### src/rtl/gpu_pkg.sv
// Shared definitions for the host-data ingress path: loader FSM states,
// header opcode values and header field positions.
package gpu_pkg;

  typedef enum logic [1:0] {
    HDR     = 2'd0,
    DATA    = 2'd1,
    DISCARD = 2'd2,
    DONE    = 2'd3
  } loader_state_t;

  localparam logic [3:0] OPC_WRITE = 4'hA;
  localparam int         OPC_MSB   = 31;
  localparam int         OPC_LSB   = 28;

  function automatic logic [3:0] hdr_opcode(input logic [31:0] word);
    return word[OPC_MSB:OPC_LSB];
  endfunction

endpackage

### src/rtl/axis_mem_loader_if.sv
// Stream-in / memory-write-out bundle of axis_mem_loader.
// slave = loader view, master = host + memory side.
interface axis_mem_loader_if #(
  parameter int ADDR_W = 12
);
  logic [31:0]       axis_tdata;
  logic [3:0]        axis_tkeep;
  logic              axis_tlast;
  logic              axis_tvalid;
  logic              axis_tready;
  logic [ADDR_W-1:0] mem_addr;
  logic [31:0]       mem_wr_data;
  logic [3:0]        mem_wr_en;
  logic              mem_wr_ready;

  modport slave (
    input  axis_tdata, axis_tkeep, axis_tlast, axis_tvalid,
    output axis_tready,
    output mem_addr, mem_wr_data, mem_wr_en,
    input  mem_wr_ready
  );

  modport master (
    output axis_tdata, axis_tkeep, axis_tlast, axis_tvalid,
    input  axis_tready,
    input  mem_addr, mem_wr_data, mem_wr_en,
    output mem_wr_ready
  );
endinterface

### src/rtl/axis_wr_slot.sv
// Single-entry write register toward data memory. A new entry may be loaded
// whenever the slot is empty or its current request retires this cycle.
module axis_wr_slot #(
  parameter int ADDR_W = 12
) (
  input  logic              clk,
  input  logic              rst_n,
  input  logic              load,
  input  logic [ADDR_W-1:0] load_addr,
  input  logic [31:0]       load_data,
  input  logic [3:0]        load_keep,
  input  logic              wr_ready,
  output logic [ADDR_W-1:0] addr,
  output logic [31:0]       wr_data,
  output logic [3:0]        wr_en,
  output logic              can_accept
);

  logic [ADDR_W-1:0] addr_reg;
  logic [31:0]       data_reg;
  logic [3:0]        en_reg;

  // A load with zero keep leaves the slot empty: the beat occupies no write.
  always_ff @(posedge clk or negedge rst_n) begin
    if (!rst_n) begin
      addr_reg <= '0;
      data_reg <= '0;
      en_reg   <= '0;
    end else if (load) begin
      addr_reg <= load_addr;
      data_reg <= load_data;
      en_reg   <= load_keep;
    end else if (wr_ready) begin
      en_reg   <= '0;
    end
  end

  assign addr       = addr_reg;
  assign wr_data    = data_reg;
  assign wr_en      = en_reg;
  assign can_accept = (en_reg == 4'b0) || wr_ready;

endmodule

### src/rtl/axis_mem_loader.sv
// AXI-Stream packet to data-memory burst writer (header beat + data beats).
// Optional AXIS_LOADER_BOUNDS_CHECK_EN: drop and flag writes at addr >= MEM_DEPTH.
module axis_mem_loader
  import gpu_pkg::*;
#(
  parameter int ADDR_W    = 12,
  parameter int MEM_DEPTH = 4096
) (
  input  logic              axis_clk,
  input  logic              axis_aresetn,
  axis_mem_loader_if.slave  bus,
  output logic              pkt_done,
  output logic [ADDR_W:0]   pkt_words,
  output logic              err_header,
  output logic              err_bounds
);

`ifdef AXIS_LOADER_BOUNDS_CHECK_EN
  localparam int PTR_W = ADDR_W + 1;
`else
  localparam int PTR_W = ADDR_W;
`endif
  localparam logic [PTR_W-1:0] PTR_ONE = 1;
  localparam logic [ADDR_W:0]  CNT_ONE = 1;

  loader_state_t     state_reg, state_next;
  logic [PTR_W-1:0]  addr_reg;
  logic [ADDR_W:0]   cnt_reg;
  logic [ADDR_W:0]   pkt_words_reg;
  logic              err_header_reg;
  logic              live_reg;
  logic              tready, beat, hdr_ok, in_range;
  logic              slot_load, slot_can_accept, slot_empty, done_pulse;

  assign beat       = bus.axis_tvalid && tready;
  assign hdr_ok     = (hdr_opcode(bus.axis_tdata) == OPC_WRITE);
  assign slot_empty = (bus.mem_wr_en == 4'b0);

`ifdef AXIS_LOADER_BOUNDS_CHECK_EN
  assign in_range = (addr_reg < PTR_W'(MEM_DEPTH));
`else
  assign in_range = 1'b1;
`endif

  always_ff @(posedge axis_clk or negedge axis_aresetn) begin
    if (!axis_aresetn) state_reg <= HDR;
    else               state_reg <= state_next;
  end

  always_comb begin
    state_next = state_reg;
    tready     = 1'b0;
    slot_load  = 1'b0;
    done_pulse = 1'b0;
    case (state_reg)
      HDR: begin
        tready = live_reg;
        if (beat) begin
          if (hdr_ok)                 state_next = bus.axis_tlast ? DONE : DATA;
          else if (!bus.axis_tlast)   state_next = DISCARD;
        end
      end
      DATA: begin
        tready = live_reg && slot_can_accept;
        if (beat) begin
          slot_load = in_range;
          if (bus.axis_tlast) state_next = DONE;
        end
      end
      DISCARD: begin
        tready = live_reg;
        if (beat && bus.axis_tlast) state_next = HDR;
      end
      DONE: begin
        if (slot_empty) begin
          done_pulse = 1'b1;
          state_next = HDR;
        end
      end
      default: state_next = HDR;
    endcase
  end

  // live_reg keeps tready low during the reset cycle itself.
  always_ff @(posedge axis_clk or negedge axis_aresetn) begin
    if (!axis_aresetn) begin
      live_reg       <= 1'b0;
      addr_reg       <= '0;
      cnt_reg        <= '0;
      pkt_words_reg  <= '0;
      err_header_reg <= 1'b0;
    end else begin
      live_reg <= 1'b1;
      if (beat) begin
        case (state_reg)
          HDR: begin
            if (hdr_ok) begin
              addr_reg <= PTR_W'(bus.axis_tdata[ADDR_W-1:0]);
              cnt_reg  <= '0;
              if (bus.axis_tlast) pkt_words_reg <= '0;
            end else begin
              err_header_reg <= 1'b1;
            end
          end
          DATA: begin
`ifdef AXIS_LOADER_BOUNDS_CHECK_EN
            addr_reg <= (&addr_reg) ? addr_reg : addr_reg + PTR_ONE;
`else
            addr_reg <= addr_reg + PTR_ONE;
`endif
            cnt_reg <= cnt_reg + CNT_ONE;
            if (bus.axis_tlast) pkt_words_reg <= cnt_reg + CNT_ONE;
          end
          default: ;
        endcase
      end
    end
  end

`ifdef AXIS_LOADER_BOUNDS_CHECK_EN
  logic err_bounds_reg;
  always_ff @(posedge axis_clk or negedge axis_aresetn) begin
    if (!axis_aresetn)                           err_bounds_reg <= 1'b0;
    else if (beat && state_reg == DATA && !in_range) err_bounds_reg <= 1'b1;
  end
  assign err_bounds = err_bounds_reg;
`else
  assign err_bounds = 1'b0;
`endif

  axis_wr_slot #(.ADDR_W(ADDR_W)) u_slot (
    .clk        (axis_clk),
    .rst_n      (axis_aresetn),
    .load       (slot_load),
    .load_addr  (addr_reg[ADDR_W-1:0]),
    .load_data  (bus.axis_tdata),
    .load_keep  (bus.axis_tkeep),
    .wr_ready   (bus.mem_wr_ready),
    .addr       (bus.mem_addr),
    .wr_data    (bus.mem_wr_data),
    .wr_en      (bus.mem_wr_en),
    .can_accept (slot_can_accept)
  );

  assign bus.axis_tready = tready;
  assign pkt_done        = done_pulse;
  assign pkt_words       = pkt_words_reg;
  assign err_header      = err_header_reg;

endmodule

### src/flat_wrapper.sv
// flat-port wrapper written by rule: the top's interface ports become plain ports
module axis_mem_loader_flat import gpu_pkg::*;
#(
  parameter int ADDR_W    = 12,
  parameter int MEM_DEPTH = 4096
)
  (axis_clk, axis_aresetn, pkt_done, pkt_words, err_header, err_bounds, bus_axis_tdata, bus_axis_tkeep, bus_axis_tlast, bus_axis_tvalid, bus_axis_tready, bus_mem_addr, bus_mem_wr_data, bus_mem_wr_en, bus_mem_wr_ready);
  axis_mem_loader_if #(.ADDR_W(ADDR_W)) bus_i ();
  input  logic axis_clk;
  input  logic axis_aresetn;
  output logic pkt_done;
  output logic [ADDR_W:0] pkt_words;
  output logic err_header;
  output logic err_bounds;
  input wire logic [$bits(bus_i.axis_tdata)-1:0] bus_axis_tdata;
  input wire logic [$bits(bus_i.axis_tkeep)-1:0] bus_axis_tkeep;
  input wire logic [$bits(bus_i.axis_tlast)-1:0] bus_axis_tlast;
  input wire logic [$bits(bus_i.axis_tvalid)-1:0] bus_axis_tvalid;
  output wire logic [$bits(bus_i.axis_tready)-1:0] bus_axis_tready;
  output wire logic [$bits(bus_i.mem_addr)-1:0] bus_mem_addr;
  output wire logic [$bits(bus_i.mem_wr_data)-1:0] bus_mem_wr_data;
  output wire logic [$bits(bus_i.mem_wr_en)-1:0] bus_mem_wr_en;
  input wire logic [$bits(bus_i.mem_wr_ready)-1:0] bus_mem_wr_ready;
  assign bus_i.axis_tdata = bus_axis_tdata;
  assign bus_i.axis_tkeep = bus_axis_tkeep;
  assign bus_i.axis_tlast = bus_axis_tlast;
  assign bus_i.axis_tvalid = bus_axis_tvalid;
  assign bus_axis_tready = bus_i.axis_tready;
  assign bus_mem_addr = bus_i.mem_addr;
  assign bus_mem_wr_data = bus_i.mem_wr_data;
  assign bus_mem_wr_en = bus_i.mem_wr_en;
  assign bus_i.mem_wr_ready = bus_mem_wr_ready;
  axis_mem_loader #(.ADDR_W(ADDR_W), .MEM_DEPTH(MEM_DEPTH)) u_core (.axis_clk(axis_clk), .axis_aresetn(axis_aresetn), .bus(bus_i), .pkt_done(pkt_done), .pkt_words(pkt_words), .err_header(err_header), .err_bounds(err_bounds));
endmodule
### config.mk
export PLATFORM = sky130hd
export DESIGN_NAME = axis_mem_loader_flat
export DESIGN_NICKNAME = d
export VERILOG_FILES = /design/src/rtl/gpu_pkg.sv /design/src/rtl/axis_mem_loader_if.sv /design/src/rtl/axis_wr_slot.sv /design/src/rtl/axis_mem_loader.sv /design/src/flat_wrapper.sv
export SDC_FILE = /design/constraint.sdc
export NUM_CORES = 1
export LEC_CHECK = 0
export ABC_AREA = 0
export BUFFER_PORTS_ARGS = -buffer_cell sky130_fd_sc_hd__buf_2
export CAP_MARGIN = 10
export CORE_UTILIZATION = 45
export CTS_CLUSTER_SIZE = 40
export DETAILED_ROUTE_END_ITERATION = 6
export PLACE_DENSITY = 0.83
export SLEW_MARGIN = 30
export SYNTH_ARGS = -nofsm -noshare
export SYNTH_HDL_FRONTEND = slang
export SYNTH_SLANG_ARGS = --single-unit
export TNS_END_PERCENT = 10
### constraint.sdc
create_clock -name axis_clk -period 2.11 [get_ports axis_clk]
set_input_delay 0.3165 -clock axis_clk [delete_from_list [all_inputs] [get_ports axis_clk]]
set_output_delay 0.3165 -clock axis_clk [all_outputs]
set_load 0.03 [all_outputs]
# Yosys cells after proc, flatten, opt, wreduce, memory -nomap -nowiden
# Cells that the tools add are included.
# Widths: inputs -> output; s select.
op_classes:
  add_sub_neg: 2
  eq_ne: 12
  n_mux: 24
  n_bitwise: 1
  n_reduce_logical: 13
op_table:
  columns: ["op", "count"]
  rows:
  - ["$mux 13", 4]
  - ["$pmux 13 s2", 2]
  - ["$pmux 12 s2", 1]
  - ["$mux 2", 8]
  - ["$add 13x1->13 const B", 1]
  - ["$add 12x1->12 const B", 1]
  - ["$mux 12", 1]
  - ["$ne 2x1->1 const B", 5]
  - ["$mux 4", 2]
  - ["$pmux 2 s4", 1]
  - ["$reduce_and 3->1", 2]
  - ["$reduce_and 6->1", 1]
  - ["$reduce_and 5->1", 1]
  - ["$eq 2x2->1 const B", 2]
  - ["$eq 4x4->1 const B", 1]
  - ["$logic_not 4->1", 1]
  - ["$mux 1", 4]
  - ["$ne 2x2->1 const B", 2]
  - ["$reduce_bool 2->1", 2]
  - ["$logic_and 1x1->1", 3]
  - ["$ne 3x2->1 const B", 1]
  - ["$eq 2x1->1 const B", 1]
  - ["$logic_not 2->1", 1]
  - ["$pmux 1 s2", 1]
  - ["3 further kinds", 3]
totals:
  regBits: 90
  output_inout_bits: 65
  wordCells: 61

# Longest topological paths before layout
logic_depth:
  ltp_word: 8
  ltp_mapped: 8
  ltp_nobuf: 5

# By module
# From an unflattened synthesis, not the netlist that was laid out.
unflattened:
  hier_cells: 360
  area_unflattened_um2: 4403.0
modules_own_cells:
  columns: ["module", "instances", "cells_each", "area_each_um2", "seq_area_each_um2"]
  rows:
  - ["axis_mem_loader", 1, 248, 2401.1, 1051.0]
  - ["axis_wr_slot", 1, 112, 2001.9, 1201.2]

# Least setup slack after synthesis
# OpenSTA, ideal clock, no wires.
synth_path:
  kind: "register -> register"
  startpoint: "register u_core.u_slot.en_reg[1], in the netlist u_core.u_slot.wr_en[1]"
  endpoint: "register u_core.pkt_words_reg[0], in the netlist u_core.pkt_words[0]"
  setup_time_ps: 132
  t_arrival_ps: 2053
  setup_slack_ps: -75
  stages_incl_launch_ff: 8
  path_buffers: 3
  cell_sequence: "dfrtp_1 or4_1 buf_2 a221o_1 buf_2 buf_2 o21ai_1 o31ai_2"
synth_between:
  elab_chain_cells: 6
synth_rtl:
  columns: ["item", "line", "text"]
  rows:
  - ["start, declared", "axis_wr_slot.sv:21", "logic [3:0] en_reg;"]
  - ["start signal, assigned", "axis_wr_slot.sv:32", "en_reg <= load_keep;"]
  - ["$logic_not 4->1", "axis_wr_slot.sv:41", "assign can_accept = (en_reg == 4'b0) || wr_ready;"]
  - ["$logic_or 1x1->1", "axis_wr_slot.sv:41", null]
  - ["$logic_and 1x1->1", "axis_mem_loader.sv:64", "tready = live_reg && slot_can_accept;"]
  - ["$pmux 1 s2", "axis_mem_loader.sv:55", "case (state_reg)"]
  - ["$logic_and 1x1->1", "axis_mem_loader.sv:35", "assign beat = bus.axis_tvalid && tready;"]
  - ["$reduce_and 5->1 (no source line)", null, null]
  - ["end signal, assigned", "axis_mem_loader.sv:112", "if (bus.axis_tlast) pkt_words_reg <= cnt_reg + CNT_ONE;"]
  - ["end, declared", "axis_mem_loader.sv:29", "logic [ADDR_W:0] pkt_words_reg;"]
# No other way between the ends.
# A chain may end at the register's enable or synchronous reset.

# Worst setup path in the final report
layout_path:
  startpoint: "register u_core.u_slot.en_reg[0], in the netlist u_core.u_slot.wr_en[0]"
  endpoint: "register u_core.cnt_reg[9]"
layout_between:
  elab_chain_cells: 6
layout_rtl:
  columns: ["item", "line", "text"]
  rows:
  - ["$logic_not 4->1", "axis_wr_slot.sv:41", null]
  - ["$logic_or 1x1->1", "axis_wr_slot.sv:41", null]
  - ["$logic_and 1x1->1", "axis_mem_loader.sv:64", null]
  - ["$pmux 1 s2", "axis_mem_loader.sv:55", null]
  - ["$logic_and 1x1->1", "axis_mem_loader.sv:35", null]
  - ["$reduce_and 3->1 (no source line)", null, null]
  - ["end signal, assigned", "axis_mem_loader.sv:111", "cnt_reg <= cnt_reg + CNT_ONE;"]
  - ["end, declared", "axis_mem_loader.sv:28", "logic [ADDR_W:0] cnt_reg;"]
# No other way between the ends.

==> key figures <==
STA
  • Slew Limit Fails: 0
  • Slew @ Worst Pin: 0.547 ns
  • Max_slew headroom: a little under two thirds
  • Final worst-path cycle share: a little over nine tenths
  • Layout Skew: about 0.014 ns
  • Final hold viol count: 0
  • Final WS setup: roughly 0.087 ns
  • Final setup viols: 0
  • Unrepaired setup endpoints after global routing: no
  • Hold_ws: around 0.15 ns
  • Setup TNS: 0 ns
  • Fmax: 494 MHz
  • Final period demand of the worst path: approximately 2.0 ns

Setup path
  • Req. time, crit path: between 2 and 2.5 ns
  • Crit end category: flop
  • Crit path kind: reg2reg
  • CP startpoint kind: flop
  • CP max FO: 8
  • CP arrival: between 2 and 2.5 ns

Synthesis
  • Post-Syn Area: between 4000 and 5000 µm²
  • Synthesized flop and latch total: 90
  • EDFF count, synth: 0
  • Sequential area share after synthesis: a little over half
  • Synthesized net count: approximately 500
  • Library cells used by synthesis: between 50 and 60
  • Yosys warning count: 0
  • Ys flop type: dfrtp_1
  • Syn Inst Count: 450
  • Share of flip-flops with an asynchronous set or reset: 100%
  • Syn_area_per_cell: approximately 9 µm²

Layout
  • Fill cells: about 750
  • Area grow syn2layout: 22.1%
  • Final Util: 57.5%
  • Non-Filler Instances: roughly 670
  • Largest register FFs: 32
  • Ant diodes: 0
  • Fin nets: ~600
  • Commonest cells after routing, fill and taps aside: nand2_1, buf_2, dfrtp_1
  • Commonest non-fill, non-tap cell in the layout: nand2_1
  • Design Area, Final: between 5000 and 6000 µm²
  • Share of cells above drive strength 1: between 20 and 30%

Clock network
  • CTS root buf: clkbuf_8
  • Clock buffer depth: 2
  • CTS tree: yes
  • Worst-Skew Late Latency: between 0.3 and 0.4 ns
  • Clock tree sinks: 90
  • CTS Buf Count: 9
  • Clk slew on worst S/H paths: approximately 0.090 ns
  • H-tree levels: 3

Pwr
  • Clock Power Share: approximately a quarter
  • Logic gate share of total power: a little over a fifth
  • Seq pwr share: between 50 and 60%
  • PwrDens: 851 nW/µm²
  • Final Power: about 4.3 mW
  • Leak: 2.66 nW
  • VDD IR-drop max: 0.000405 V
  • Int Pwr: 2.83 mW
  • Switching share of power: 34.3%
  • Switch Pwr: ~1.5 mW

Floorplan
  • Die Wd: 98.0 µm
  • Starting Density: a little under half
  • Die footprint: roughly 9600 µm²
  • Core box area: between 8000 and 9000 µm²
  • Boundary pin count: 106
  • Die height: 98.0 µm
  • Rows: 34

Route
  • Initial DRC Count: approximately 280
  • Vias per inst: around 5.4
  • Vias post-DR: between 3000 and 4000
  • First-pass iteration count of the detailed router: 7
  • Final WL: a little over 10000 µm
  • Drt drc: 7
  • Drt wl/cell: between 15 and 20 µm
  • Detail Route Antenna Nets: 0

GRT
  • Initial antenna violation count: 0
  • Vias in the first global route: about 3500
  • Largest net degree at the start of global routing: 50
  • Grt total ovfl: 0
  • Gr usage total: between 20% and 30%
  • First-pass GRT wire length: between 15000 and 20000 µm

Worst hold path
  • HP Class: in2reg

Run
  • Maxcap violations: 0

Status
  • Failing checks: DRC
  • Outcome: finished, violations left

Placement
  • Dpl cells: between 600 and 700
  • HPWL after DPL: between 7000 and 8000 µm
  • IO Port Bufs: roughly 100
  • Gpl congestion: between 0.8 and 0.9
  • Setup WS pre-CTS: -0.0362 ns
  • Dpl cell area: 4850 µm²
-- power by group through the flow --
stage	clock [mW]	sequential [mW]	combinational, mW
global placement	0	2.24	0.930
CTS	1.17	2.22	0.957
finish	1.14	2.23	0.950
global route	1.24	2.27	1.04
floorplan	0	2.48	0.351
detailed placement	0	2.24	0.955
-- cell families after synthesis --
| kind of cell | after synthesis | share of synthesized area [%] |
|---|---|---|
| simple gates | 208 | 22.0 |
| mux | 2 | 0.513 |
| fa+ha+maj | 2 | 0.603 |
| buf+inv | 37 | 3.83 |
| xor+xnor | 11 | 2.32 |
| flops | 90 | 54.3 |
| other cells | 2 | 0.181 |
| compound gates | 98 | 16.3 |
-- timing repair --
| action | 4_1_cts | 5_1_grt |
|---|---|---|
| hold endpoints to repair | 41 | 0 |
| endpoints found under the setup margin | 7 | 2 |
| hold buffers | 1 | 0 |
| pin swaps | 0 | 1 |
| setup buffers | 0 | 0 |
| resized for setup | 3 | 3 |
-- cell usage after synthesis, types with 3 or more instances --
library cell,instances,area [µm²]
inv_1,7,26.3
nor4_1,3,18.8
nor3b_1,3,22.5
buf_2,7,35.0
a21oi_1,20,100
xnor2_1,6,52.6
nand2_1,144,541
o21ai_1,21,105
a22o_1,4,35.0
and3_1,4,25.0
clkbuf_1,21,78.8
o2bb2ai_1,7,61.3
xor2_1,5,43.8
nand3_1,11,55.1
o31ai_1,10,75.1
dfrtp_1,90,2250
o21ai_0,10,50.1
nor2_1,14,52.6
o32ai_1,3,26.3
nor3_1,5,25.0
a31oi_1,4,25.0
and4_1,4,35.0
o31ai_2,3,37.5
and2_1,4,25.0
nand4_1,4,25.0
or3_1,3,18.8
a2bb2oi_1,3,26.3
-- layout make-up --
class                           instances  area (µm²)  area share, %
Sequential cell                        90        2250           44.5
Clock buffer                           10         128           2.52
Inverter                                7        26.3          0.519
Clock inverter                          5        53.8           1.06
Tap cell                              108         135           2.67
Timing Repair Buffer                  122         701           13.8
Multi-Input combinational cell        323        1770           34.9
-- final timing paths --
check | cells after the start | endpoint | start | slack (ns)
max in group asynchronous | 3 | u_core.state_reg[0] | axis_aresetn | 0.96
setup / recovery | 5 | u_core.cnt_reg[9] | u_core.u_slot.wr_en[0] | 0.09
hold / removal | 3 | u_core.u_slot.wr_data[13] | bus_axis_tdata[13] | 0.15
hold reg to reg | 2 | u_core.u_slot.wr_data[31] | u_core.u_slot.wr_data[31] | 0.47
setup reg to reg | 5 | u_core.cnt_reg[9] | u_core.u_slot.wr_en[0] | 0.09
min in group asynchronous | 2 | u_core.pkt_words[7] | axis_aresetn | 0.49
-- critical path, cell delays in order, from the launching register on --
cell	delay (ns)
dfrtp_2	0.44
or4_4	0.60
a221oi_4	0.32
buf_4	0.21
o21ai_1	0.07
mux2_2	0.27
-- per-layer routing --
metal | vias to the layer above | wire [µm] | part of all wire, % | track usage, %
met5 | - | 0 | 0 | 0
met4 | 0 | 128 | 1.3 | 5.59
met3 | 10 | 468 | 4.6 | 4.37
met2 | 111 | 4790 | 48 | 34.5
met1 | 1746 | 4690 | 47 | 31.3
li1 | 1745 | - | - | -
Note: power is estimated with default switching activity, not from simulation.
